`src/rtl/button_mmio_if.sv`:
```
// button_mmio_if: data-memory bus slice seen by the button responder
interface button_mmio_if;
    logic [31:0] address_dmem;
    logic        wren;
    logic [31:0] data;
    logic        sel;
    logic [31:0] q_btn;
    modport master (output address_dmem, wren, data, input sel, q_btn);
    modport slave (input address_dmem, wren, data, output sel, q_btn);
endinterface

```
`src/rtl/button_mmio.sv`:
```
// button_mmio: debounced push-button on the dmem bus; BUTTON_PRESS_COUNT_EN adds a saturating press counter in q_btn[15:8]
module button_mmio #(
    parameter logic [31:0] BUTTON_ADDR     = 32'd1000,
    parameter int          DEBOUNCE_CYCLES = 16
) (
    input  logic           clock,
    input  logic           reset,
    input  logic           btn_raw,
    button_mmio_if.slave   bus,
    output logic           btn_level,
    output logic           press_pending
);
    localparam int CW = $clog2(DEBOUNCE_CYCLES) + 1;
    localparam logic [CW-1:0] FULL = CW'(DEBOUNCE_CYCLES);
    typedef enum logic [1:0] {LOW, RISE, HIGH, FALL} state_t;
    state_t        state_q, state_d;
    logic [CW-1:0] cnt_q, cnt_d;
    logic          s1, s2, press, ack;
    logic [7:0]    cnt_field;
    logic          unused_data;
    always_ff @(posedge clock or negedge reset)
        if (!reset) {s1, s2} <= 2'b00;
        else {s1, s2} <= {btn_raw, s1};
    always_comb begin
        state_d = state_q;
        cnt_d = cnt_q;
        press = 1'b0;
        case (state_q)
            LOW: if (s2) begin
                state_d = RISE;
                cnt_d = CW'(1);
            end
            RISE: if (!s2) begin
                state_d = LOW;
                cnt_d = '0;
            end else begin
                cnt_d = cnt_q + 1'b1;
                if (cnt_d == FULL) begin
                    state_d = HIGH;
                    cnt_d = '0;
                    press = 1'b1;
                end
            end
            HIGH: if (!s2) begin
                state_d = FALL;
                cnt_d = CW'(1);
            end
            default: if (s2) begin
                state_d = HIGH;
                cnt_d = '0;
            end else begin
                cnt_d = cnt_q + 1'b1;
                if (cnt_d == FULL) begin
                    state_d = LOW;
                    cnt_d = '0;
                end
            end
        endcase
    end
    always_ff @(posedge clock or negedge reset)
        if (!reset) begin
            state_q <= LOW;
            cnt_q <= '0;
            btn_level <= 1'b0;
        end else begin
            state_q <= state_d;
            cnt_q <= cnt_d;
            btn_level <= (state_d == HIGH) || (state_d == FALL);
        end
    assign bus.sel = bus.address_dmem == BUTTON_ADDR;
    assign ack = bus.wren && bus.sel && bus.data[1];
    // a press landing on the acknowledge cycle must not be lost
    always_ff @(posedge clock or negedge reset)
        if (!reset) press_pending <= 1'b0;
        else press_pending <= press ? 1'b1 : ack ? 1'b0 : press_pending;
`ifdef BUTTON_PRESS_COUNT_EN
    logic [7:0] press_cnt;
    always_ff @(posedge clock or negedge reset)
        if (!reset) press_cnt <= 8'h00;
        else if (ack) press_cnt <= {7'b0, press};
        else if (press && press_cnt != 8'hFF) press_cnt <= press_cnt + 8'd1;
    assign cnt_field = press_cnt;
`else
    assign cnt_field = 8'h00;
`endif
    assign unused_data = ^{bus.data[31:2], bus.data[0]};
    assign bus.q_btn = bus.sel ? {16'h0, cnt_field, 6'h0, press_pending, btn_level} : 32'h0;
endmodule
```
`src/flat_wrapper.sv`:
```
// flat-port wrapper written by rule: the top's interface ports become plain ports
module button_mmio_flat 
#(
    parameter logic [31:0] BUTTON_ADDR     = 32'd1000,
    parameter int          DEBOUNCE_CYCLES = 16
)
  (clock, reset, btn_raw, btn_level, press_pending, bus_address_dmem, bus_wren, bus_data, bus_sel, bus_q_btn);
  button_mmio_if bus_i ();
  input  logic clock;
  input  logic reset;
  input  logic btn_raw;
  output logic btn_level;
  output logic press_pending;
  input wire logic [$bits(bus_i.address_dmem)-1:0] bus_address_dmem;
  input wire logic [$bits(bus_i.wren)-1:0] bus_wren;
  input wire logic [$bits(bus_i.data)-1:0] bus_data;
  output wire logic [$bits(bus_i.sel)-1:0] bus_sel;
  output wire logic [$bits(bus_i.q_btn)-1:0] bus_q_btn;
  assign bus_i.address_dmem = bus_address_dmem;
  assign bus_i.wren = bus_wren;
  assign bus_i.data = bus_data;
  assign bus_sel = bus_i.sel;
  assign bus_q_btn = bus_i.q_btn;
  button_mmio #(.BUTTON_ADDR(BUTTON_ADDR), .DEBOUNCE_CYCLES(DEBOUNCE_CYCLES)) u_core (.clock(clock), .reset(reset), .btn_raw(btn_raw), .bus(bus_i), .btn_level(btn_level), .press_pending(press_pending));
endmodule
```
`config.mk`:
```
export PLATFORM = sky130hd
export DESIGN_NAME = button_mmio_flat
export DESIGN_NICKNAME = d
export VERILOG_FILES = /design/src/rtl/button_mmio_if.sv /design/src/rtl/button_mmio.sv /design/src/flat_wrapper.sv
export SDC_FILE = /design/constraint.sdc
export NUM_CORES = 1
export LEC_CHECK = 0
export CAP_MARGIN = 20
export CORE_MARGIN = 2
export CORE_UTILIZATION = 26
export DETAILED_ROUTE_END_ITERATION = 10
export PLACE_DENSITY_LB_ADDON = 0.12
export SETUP_SLACK_MARGIN = 0.15
export SLEW_MARGIN = 15
export SYNTH_ARGS = -nofsm -noshare
export SYNTH_HDL_FRONTEND = slang
export SYNTH_SLANG_ARGS = --single-unit
```
`constraint.sdc`:
```
create_clock -name clock -period 1.8 [get_ports clock]
set_input_delay 0.18 -clock clock [delete_from_list [all_inputs] [get_ports clock]]
set_output_delay 0.18 -clock clock [all_outputs]
set_load 0.03 [all_outputs]
```
# Word-level counts from Yosys, hierarchy flattened
# Cells that the tools add are included.
op_classes:
  add_sub_neg: 1
  n_eq_ne: 8
  n_mux: 19
  reduce_logical: 6
op_table:
  columns: ["op", "n"]
  rows:
  - ["equality test 32 x 10 -> 1 bit, second input constant", 1]
  - ["two-way mux 5 bit", 5]
  - ["case mux 5 bit (3 select lines)", 1]
  - ["two-way mux 2 bit", 7]
  - ["equality test 2 bit, second input constant", 3]
  - ["case mux 2 bit (3 select lines)", 1]
  - ["adder 5 x 1 -> 5 bit, second input constant", 1]
  - ["equality test 5 bit, second input constant", 1]
  - ["two-way mux 1 bit", 5]
  - ["equality test 2 x 1 -> 1 bit, second input constant", 1]
  - ["logical AND 1 bit", 2]
  - ["logical NOT 2 bit", 1]
  - ["inequality test 2 x 1 -> 1 bit, second input constant", 1]
  - ["inequality test 2 bit, second input constant", 1]
  - ["AND reduction 2 bit", 1]
  - ["nonzero test 2 bit", 1]
  - ["logical OR 1 bit", 1]
totals:
  in_bits: 68
  out_inout_bits: 35
  ff_bits: 11

# Depth between registers and ports, before layout
# Gate-level depths: netlist of the first run.
depth:
  ltp_word: 7
  ltp_mapped: 5

# Worst setup path before layout of the first run
# No wires, ideal clock.
synth_path:
  path_kind: "input -> output"
  startpoint: "input bus_address_dmem[1]"
  endpoint: "output bus_q_btn[0]"
  t_required_ns: 1.620
  stages: 3
  path_buffers: 0
  path_slack_ns: 0.030
  t_arrival_ns: 1.590
  cell_sequence: "or4b_4 > nor4_4 > and2_1"
synth_via:
  elab_chain_cells: 2
synth_lines:
  columns: ["item", "line", "rtl"]
  rows:
  - ["start, declared", "flat_wrapper.sv:14", "input wire logic [$bits(bus_i.address_dmem)-1:0] bus_address_dmem;"]
  - ["equality test 32 x 10 -> 1 bit", "button_mmio.sv:70", "assign bus.sel = bus.address_dmem == BUTTON_ADDR;"]
  - ["net bus_sel", "flat_wrapper.sv:17", "output wire logic [$bits(bus_i.sel)-1:0] bus_sel;"]
  - ["two-way mux 2 bit", "button_mmio.sv:87", "assign bus.q_btn = bus.sel ? {16'h0, cnt_field, 6'h0, press_pending, btn_level} : 32'h0;"]
  - ["end, declared", "flat_wrapper.sv:18", "output wire logic [$bits(bus_i.q_btn)-1:0] bus_q_btn;"]
# The timed path passes the listed nets, and every way through them passes these cells.

# Worst setup path after layout of the first run
layout_path:
  startpoint: "input bus_address_dmem[1]"
  endpoint: "output bus_q_btn[0]"
layout_via:
  elab_chain_cells: 2
layout_lines:
  columns: ["item", "line"]
  rows:
  - ["equality test 32 x 10 -> 1 bit", "button_mmio.sv:70"]
  - ["two-way mux 2 bit", "button_mmio.sv:87"]
# Every way passes these cells.

==> key figures, run 1 <==
Status
  – Status: finished, final reports clean

Yosys
  – Top_reg_cell synth: dfrtp_1
  – Yosys top cell by area: dfrtp_1
  – Cells after Synth: between 90 and 100
  – Ys async rst share: 100.0%
  – Post-synthesis xor/xnor area fraction: about 2.0%
  – Post-Syn Area: ~860 sq um
  – Largest family of logic cells by synthesized area: buffers and inverters
  – Seq cells post-synth: 11
  – Synth Area in Adders: ~1.5%
  – Yosys warns: 0
  – Post-synth EDFFs: 0
  – Avg Inst Size Synth: around 9.1 sq um
  – Yosys top cell area share: 32.16%
  – Sequential-to-total area share from yosys stat: 32.16%
  – Post-synthesis simple-gate area fraction: 22.95%
  – Mux cell area share after synthesis: about 3.8%
  – Yosys cell types: 28
  – Post-synthesis compound-gate area fraction: ~9.9%
  – Area contributors post-synth: dfrtp_1, buf_4, nor4_1, o21bai_1, mux2_2

Clock network
  – CTS Buffer Depth: 2
  – Clk_lat worst skew: 270 ps
  – Worst-path clk slew: ~70 ps
  – Max H-tree Level: 1
  – CTS tree: yes
  – Clock Sinks: 11
  – CTS Root Cell: clkbuf_4
  – Num CTS Buffers: 3
  – Hold_buf cts: 0

Floorplan
  – Core box area: roughly 3100 sq um
  – Die Area: 3766 sq um
  – Initial core utilization: 27.58%
  – Row count: 20
  – I/O pins: 103
  – Vertical die dimension: 61.37 um
  – Width of the die: 61.37 um

Timing
  – Tmin final: roughly 1600 ps
  – Worst Skew: 2.013 ps
  – Maximum operating frequency: between 600 and 700 MHz
  – Setup TNS: 0 ps
  – RSZ-0062 raised after global routing: true
  – Fin. Hold Viols: 0
  – Final Setup Violations: 0
  – Final Max Slew Viols: 0
  – Worst rel slew slack: 66.47%
  – Actual slew at the worst max-slew pin: 501.4 ps
  – Period utilization: 90.92%

Power and ir drop
  – Psw: about 220 uW
  – Gate power share: 30.3%
  – Pwr per Cell Area: 497.6 nW/um^2
  – Leakage: ~0.65 nW
  – Flop pwr share: a little over two fifths
  – Power Internal: between 400 and 500 uW
  – Maximum vdd drop: between 300 and 400 uV
  – Switching part of the total: 34.86%
  – Clock power frac: about a quarter

Critical path
  – Most used cell, CP: buf_6
  – Critical path's top delay family: simple AND/OR/NAND/NOR gates
  – Worst r2r src: u_core.cnt_q[0]$_DFFE_PN0P_
  – Crit path max-delay cell type: or4b_4
  – Reg2reg path depth: 4
  – CP Max Fanout: 4
  – Crit path DAT: 1460 ps
  – Slowest cell delay on critical path: approximately 540 ps
  – Startpoint types: input pin
  – R2r setup slk: about 340 ps
  – Worst path cell trace: buf_6 -> or4b_4 -> nor4_4 -> and2_4 -> buf_6
  – Critical Path Sink Type: primary output
  – Crit Reg-Reg Endpoint: u_core.state_q[1]$_DFF_PN0_
  – CP bufs+invs: 2
  – Critical path type: input pin to primary output
  – Data required time of the worst path: 1620 ps

Placement
  – GPL Wtd Cong: 0.7535
  – Placed insts: 180
  – Count of buffers from port buffering: 41
  – Post-DP HPWL: between 1500 and 2000 um

GRT
  – Total track usage: a little over a tenth
  – First-pass GRT wire length: about 3000 um
  – Antenna violations before repair: 0
  – Number of global-route vias before repair: 656
  – Pin count of the biggest net entering global routing: 12
  – Total grt overflow: 0

Final layout
  – Layout area overhead: 47.37%
  – Post-Layout Cell Count: 186
  – Antenna Cells: 0
  – Sequential cell area: around 280 sq um
  – Share of cells above drive strength 1: 21.13%
  – Fillers: 329
  – Most frequent cells in the layout: conb_1, dlygate4sd2_1, dfrtp_1
  – Nets: 212
  – Most common cell after layout, fill and taps aside: conb_1
  – Area of the multi-input gates: 486.7 sq um

Run
  – MaxCap Viol Count: 0

Route
  – Wire length per cell: 10.53 um
  – DRT Pass-1 Iters: 2
  – Via count: between 700 and 800
  – Met1 Wirelength: 850 um
  – DR vias/cell: 3.930
  – Routed WL: 1958 um
  – Final ANT Viol Nets: 0
  – Residual DRC: 0
  – Top Layer Used: met4
  – First DRT Iteration DRCs: 3
  – Met3 Wirelength: 115 um
  – Metal2 WL: approximately 1000 um

Worst hold path
  – Hold WC Path Type: input pin to async pin
## power groups by stage
| stage | sequential (mW) | combinational (mW) | clock (mW) |
|---|---|---|---|
| 2_1_floorplan | 0.272 | 0.166 | 0 |
| 3_3_place_gp | 0.275 | 0.203 | 0 |
| 3_5_place_dp | 0.276 | 0.205 | 0 |
| 4_1_cts | 0.271 | 0.188 | 0.180 |
| 5_1_grt | 0.273 | 0.209 | 0.190 |
| 6_report | 0.270 | 0.190 | 0.167 |
## worst register-to-register path: cells and delay by family (launching register included)
kind | cells | cell delay (ps)
DFF | 1 | 400
and+or+nand+nor | 2 | 340
adders and majority gates | 1 | 250
muxes | 1 | 360
## cell families (layout without fill, tap and decap cells)
family	count (synthesis)	in the layout
AND/OR/NAND/NOR	32	32
AO/OA/AOI/OAI	12	12
multiplexers	3	3
other	1	30
buffers and inverters	32	51
flip-flops	11	11
adder cells (fa/ha/maj)	1	1
XOR/XNOR	2	2
## synthesized netlist by cell type (2+ instances only)
library cell / n
nor2b_1: 2
mux2_2: 2
nand4_1: 3
nand2_1: 6
o21ai_0: 3
and2_1: 2
nand3_1: 3
dfrtp_1: 11
nor2_1: 5
nor3b_1: 2
nor4_1: 5
buf_4: 30
inv_1: 2
o21bai_1: 4
## cell type report
cell class	count	share of cell area (%)
inverters	2	0.5952
well taps	44	4.365
flip-flops and latches	11	21.83
clock inverters	1	0.3968
multi-input cells	80	38.59
repair buffers	45	32.44
clock buffers	3	1.786
## state kept, by name, summed over array words and instances (netlist names)
register and count:
u_core.s2 1, u_core.cnt_q 5, u_core.s1 1, u_core.btn_level 1, u_core.state_q 2, u_core.press_pending 1
## worst max-delay path by stage
stage | cells after the start | slack, ps | start | to
6_report | 5 | 160 | bus_address_dmem[1] | bus_q_btn[0]
5_1_grt | 6 | 110 | bus_address_dmem[10] | bus_q_btn[0]
4_1_cts | 5 | 130 | bus_address_dmem[2] | bus_q_btn[0]
3_5_place_dp | 6 | -220 | bus_address_dmem[26] | bus_q_btn[0]
3_3_place_gp | 6 | -230 | bus_address_dmem[26] | bus_q_btn[0]
2_1_floorplan | 4 | 120 | bus_address_dmem[26] | bus_q_btn[0]
## layer usage
metal  up-vias  global-route usage [%]
met3         2                   1.261
met2        34                   18.09
li1        364                       -
met5         -                       0
met1       331                   14.25
met4         0                   5.471
## per-stage QoR
step / setup WS [ps] / hold slack (ps) / utilization [%] / area (sq um) / total power, mW
after CTS: 131.6 / 252.7 / 39.88 / 1237 / 0.6386
after global routing: 105.3 / 263.6 / 40.65 / 1261 / 0.6717
after floorplan: 118.0 / -115.6 / - / 967.2 / 0.4387
after global placement: -229.1 / 332.0 / 39.15 / 1215 / 0.4778
after detailed placement: -217.8 / 346.5 / 39.15 / 1215 / 0.4804
final: 163.4 / 244.1 / 40.65 / 1261 / 0.6276
## timing repair
action,4_1_cts,5_1_grt
hold endpoints to repair,0,0
buffers inserted,1,1
pin swaps,12,11
gates resized for setup,43,19
setup endpoints to repair,3,3
Note: power is estimated with default switching activity, not from simulation.
==> run 2, diff against run 1 <==
--- a/config.mk
+++ b/config.mk
@@ -6,7 +6,8 @@
 export NUM_CORES = 1
 export LEC_CHECK = 0
 export CAP_MARGIN = 20
-export CORE_MARGIN = 2
+export CORE_ASPECT_RATIO = 1.4
+export CORE_MARGIN = 10
 export CORE_UTILIZATION = 26
 export DETAILED_ROUTE_END_ITERATION = 10
 export PLACE_DENSITY_LB_ADDON = 0.12
==> run 2 against run 1 <==
Hold slack better by 38 ps. Combinational power up 6%. Setup slack worse by 20 ps.
==> key figures, run 2 (synthesized netlist as in run 1, its figures left out) <==
Power and ir drop
  – Total design power: 724.5 uW
  – Psw: 239.9 uW
  – Gate power share: 27.7%
  – Switching part of the total: 33.11%
  – Pwr per Cell Area: around 580 nW/um^2
  – Flop pwr share: between 30% and 40%
  – Clock power frac: 34.9%
  – Maximum vdd drop: between 400 and 500 uV
  – Leakage: 0.6351 nW
  – Power Internal: 484.6 uW

Timing
  – Actual slew at the worst max-slew pin: between 500 and 600 ps
  – Final Setup Violations: 0
  – Setup ws final: 143.3 ps
  – Maximum operating frequency: 603.6 MHz
  – Worst Skew: 0.7124 ps
  – Fin. Hold Viols: 0
  – Final Max Slew Viols: 0
  – Worst rel slew slack: between 60 and 70%
  – RSZ-0062 raised after global routing: true
  – Hold_ws: 281.7 ps
  – Period utilization: 92.04%
  – Tmin final: 1657 ps

Clock network
  – Post-CTS Setup Bufs: 0
  – Worst-path clk slew: 50 ps
  – Clk_lat worst skew: roughly 240 ps
  – Num CTS Buffers: 3
  – Max H-tree Level: 1
  – CTS tree: yes
  – Clock Sinks: 11
  – CTS Buffer Depth: 2
  – CTS Root Cell: clkbuf_8

Final layout
  – Fillers: about 350
  – Most common cell after layout, fill and taps aside: conb_1
  – Max reg flops: 5
  – Share of cells above drive strength 1: 24.46%
  – Most frequent cells in the layout: conb_1, clkdlybuf4s50_1, dfrtp_1
  – Area of the multi-input gates: approximately 510 sq um
  – Antenna Cells: 0
  – Sequential cell area: about 280 sq um
  – Final instance area: 1249 sq um
  – Top reg by flops: u_core.cnt_q
  – Nets: 209
  – Layout area overhead: 45.91%
  – Biggest registers after layout: u_core.cnt_q: 5 flops, u_core.state_q: 2 flops

GRT
  – Pin count of the biggest net entering global routing: 12
  – Total track usage: 8.661%
  – Antenna violations before repair: 0
  – First-pass GRT wire length: 3815 um
  – Total grt overflow: 0
  – Number of global-route vias before repair: 757

Route
  – Via count: 736
  – Final ANT Viol Nets: 0
  – DR vias/cell: 4.135
  – Routed WL: approximately 2800 um
  – First DRT Iteration DRCs: 13
  – DRT Pass-1 Iters: 2
  – Wire length per cell: about 15 um
  – Residual DRC: 0

Floorplan
  – Core box area: ~3200 sq um
  – I/O pins: ~100
  – Initial core utilization: a little over a quarter
  – Row count: 24
  – Die Area: 6019 sq um
  – Vertical die dimension: 87.89 um
  – Width of the die: slightly below 70 um

Placement
  – Dpl cell area: 1201 sq um
  – Post-DP HPWL: around 2400 um
  – Post-place setup slack: -274.5 ps
  – GPL Wtd Cong: 0.8229
  – Count of buffers from port buffering: 41

Critical path
  – CP Max Fanout: 4
  – Data required time of the worst path: 1620 ps
  – Crit path DAT: roughly 1500 ps
  – R2r setup slk: 350 ps
  – Critical path type: input pin to primary output
  – Critical Path Sink Type: primary output
  – Startpoint types: input pin

Status
  – Status: finished, final reports clean

Run
  – MaxCap Viol Count: 0

Worst hold path
  – Hold WC Path Type: input pin to async pin
[run 2: worst paths after layout]
path | startpoint | to | cells after the start
worst max-delay path | bus_address_dmem[9] | bus_q_btn[0] | 5
worst min-delay path | reset | u_core.cnt_q[2]$_DFFE_PN0P_ | 1
worst max register to register | u_core.cnt_q[0]$_DFFE_PN0P_ | u_core.btn_level$_DFF_PN0_ | 4
worst min register to register | u_core.s1$_DFF_PN0_ | u_core.s2$_DFF_PN0_ | 0
max in group asynchronous | reset | u_core.btn_level$_DFF_PN0_ | 1
min in group clock | bus_address_dmem[2] | u_core.press_pending$_DFFE_PN0P_ | 4
[run 2: power groups by stage]
stage	sequential [mW]	combinational (mW)	clock, mW
finish	0.271	0.201	0.253
floorplan	0.272	0.166	0
global placement	0.275	0.203	0
global route	0.273	0.215	0.271
detailed placement	0.275	0.207	0
CTS	0.271	0.194	0.262
[run 2: final cells by class]
cell class / count / share of cell area [%]
multi-input cells: 80 / 41.08
repair buffers: 42 / 28.76
flip-flops and latches: 11 / 22.04
well taps: 39 / 3.908
clock buffers: 4 / 3.607
inverters: 2 / 0.6012
[run 2: per-layer routing]
metal / wire (um) / up-vias / GRT usage (%) / part of all wire (%)
li1: - / 358 / - / -
met4: 34 / 0 / 4.404 / 1.2
met5: 0 / - / 0 / 0
met2: 1689 / 32 / 18.33 / 61
met3: 255 / 4 / 2.046 / 9.3
met1: 772 / 342 / 6.437 / 28
[run 2: repair_timing]
action | CTS | global route
gates resized for setup | 45 | 34
endpoints found under the setup margin | 3 | 3
hold buffers | 0 | 0
pin swaps | 12 | 10
[run 2: stage by stage]
stage / cells / TNS, ps / util (%)
after floorplan: 123 / 0 / -
after global placement: 174 / -620.4 / 38.10
after detailed placement: 174 / -784.1 / 38.10
after CTS: 178 / 0 / 39.52
after global routing: 178 / 0 / 39.60
final: 178 / 0 / 39.60
[run 2: worst max-delay path: stages]
cell and delay [ps]:
clkdlybuf4s50_1 460, nand4_1 130, nor4_4 380, and2_4 200, buf_6 120
==> run 3, diff against run 2 <==
--- a/config.mk
+++ b/config.mk
@@ -6,10 +6,11 @@
 export NUM_CORES = 1
 export LEC_CHECK = 0
 export CAP_MARGIN = 20
-export CORE_ASPECT_RATIO = 1.4
+export CORE_ASPECT_RATIO = 0.9
 export CORE_MARGIN = 10
-export CORE_UTILIZATION = 26
+export CORE_UTILIZATION = 40
 export DETAILED_ROUTE_END_ITERATION = 10
+export DONT_BUFFER_PORTS = 1
 export PLACE_DENSITY_LB_ADDON = 0.12
 export SETUP_SLACK_MARGIN = 0.15
 export SLEW_MARGIN = 15
==> run 3 against run 2 <==
Setup slack better by 180 ps. Via count fell by 22%. Utilization grew 2.4 points. Highest routed layer is now met3. Critical path depth is 1 lower. Hold slack worse by 110 ps. Clock skew rose by 1.2 ps. Fmax rose by 12%. Sequential power barely moved. Design area shrank 34%. Sequential share of layout area up 11 points. Non-clock buffer count down 39. Clock-buffer cell count shrank 1. Largest cell class unchanged.
==> key figures, run 3 (synthesized netlist as in run 1, its figures left out) <==
GRT
  – Total grt overflow: 0
  – Total track usage: 8.285%
  – Number of global-route vias before repair: 614
  – Antenna violations before repair: 0
  – First-pass GRT wire length: 2925 um
  – Pin count of the biggest net entering global routing: 12

Critical path
  – Crit path DAT: 1290 ps
  – CP Max Fanout: 4
  – Critical path type: input pin to primary output
  – Startpoint types: input pin
  – Critical Path Sink Type: primary output
  – Data required time of the worst path: approximately 1600 ps

Power and ir drop
  – Maximum vdd drop: 370.3 uV
  – Pwr per Cell Area: 691.6 nW/um^2
  – Total design power: 572.8 uW
  – Leakage: 0.4229 nW

Clock network
  – Resize count post-CTS: 0
  – Clock Sinks: 11
  – Max H-tree Level: 1
  – Post-CTS Setup Bufs: 0
  – Hold_buf cts: 2
  – CTS Buffer Depth: 2
  – Clk_lat worst skew: 270 ps
  – Worst-path clk slew: 70 ps
  – Num CTS Buffers: 3
  – CTS Root Cell: clkbuf_4
  – CTS tree: yes

Route
  – Final ANT Viol Nets: 0
  – Routed WL: 1950 um
  – Wire length per cell: ~16 um
  – DR vias/cell: 4.592
  – DRT Pass-1 Iters: 3
  – Via count: 574
  – Residual DRC: 0
  – First DRT Iteration DRCs: 18

Placement
  – GPL Wtd Cong: 0.7700
  – Post-DP HPWL: 1734 um
  – Placed insts: 119
  – Count of buffers from port buffering: 0
  – Dpl cell area: roughly 780 sq um

Final layout
  – Antenna Cells: 0
  – Final instance area: 828.3 sq um
  – Most frequent cells in the layout: conb_1, dfrtp_1, nand2_1
  – Post-layout util: 42.03%
  – Share of cells above drive strength 1: 12.00%
  – Biggest registers after layout: u_core.cnt_q: 5 flops, u_core.state_q: 2 flops
  – Layout area overhead: -3.216%
  – Most common cell after layout, fill and taps aside: conb_1
  – Post-Layout Cell Count: 125
  – Top reg by flops: u_core.cnt_q
  – Nets: 170
  – Max reg flops: 5

Floorplan
  – Row count: 15
  – Die Area: 4392 sq um
  – Initial core utilization: a little over two fifths
  – I/O pins: 103
  – Width of the die: 68.76 um
  – Vertical die dimension: 63.88 um
  – Core box area: 1971 sq um

Timing
  – Tmin final: 1473 ps
  – Fin. Hold Viols: 0
  – Worst Skew: 1.942 ps
  – Actual slew at the worst max-slew pin: 502.9 ps
  – Period utilization: 81.85%
  – Worst rel slew slack: 66.36%
  – Setup TNS: 0 ps
  – Final Setup Violations: 0
  – Final Max Slew Viols: 0
  – Maximum operating frequency: between 600 and 700 MHz
  – RSZ-0062 raised after global routing: false

Worst hold path
  – Hold WC Path Type: input pin to flip-flop

Status
  – Status: finished, final reports clean

Run
  – MaxCap Viol Count: 0
-- run 3: cell types whose count changed in the layout (fill, tap and decap cells not counted), moves of 4 or more --
cell             delta
buf_6               -5
clkdlybuf4s15_1     -6
clkbuf_2           -10
buf_2               -4
clkdlybuf4s50_1    -11
nor4_1              +4
-- run 3: per-layer routing --
metal | GRT usage, % | vias to the layer above | routed length, um
li1 | - | 279 | -
met1 | 8.955 | 262 | 711
met2 | 14.75 | 33 | 966
met3 | 3.833 | 0 | 272
met4 | 0.7389 | 0 | 0
met5 | 0 | - | 0
-- run 3: worst paths after layout --
check | slack, ps | cells past startpoint | end | from
setup reg to reg | 370 | 4 | u_core.state_q[1]$_DFF_PN0_ | u_core.cnt_q[0]$_DFFE_PN0P_
setup / recovery | 330 | 4 | bus_q_btn[1] | bus_address_dmem[17]
hold / removal | 170 | 4 | u_core.press_pending$_DFFE_PN0P_ | bus_wren
hold reg to reg | 360 | 0 | u_core.s2$_DFF_PN0_ | u_core.s1$_DFF_PN0_
max in group asynchronous | 1150 | 1 | u_core.cnt_q[0]$_DFFE_PN0P_ | reset
min in group asynchronous | 310 | 1 | u_core.cnt_q[2]$_DFFE_PN0P_ | reset
-- run 3: report_power, final --
part	leakage, nW	internal [mW]	switching [mW]
Combinational	0.267	0.0233	0.110
Sequential	0.138	0.258	0.0126
Clock	0.0177	0.0823	0.0870
Total	0.423	0.363	0.209
-- run 3: layout make-up --
type	count	area, sq um
Clock buffer	3	22.52
Clock inverter	1	5.005
Fill cell	191	1142
Inverter	2	7.507
Multi-Input combinational cell	80	459.2
Sequential cell	11	275.3
Tap cell	25	31.28
Timing Repair Buffer	3	27.53
-- run 3: metrics by stage --
step / setup slack [ps] / hold slack, ps
detailed placement: 311.8 / -115.0
floorplan: 118.0 / -115.6
global placement: 277.2 / -115.1
CTS: 307.1 / 161.9
finish: 326.7 / 174.1
global route: 178.0 / 180.5
-- run 3: critical path, stage by stage --
cell and delay [ps]:
nor4_1 270, nand4_1 190, nor4_4 360, and2_2 300
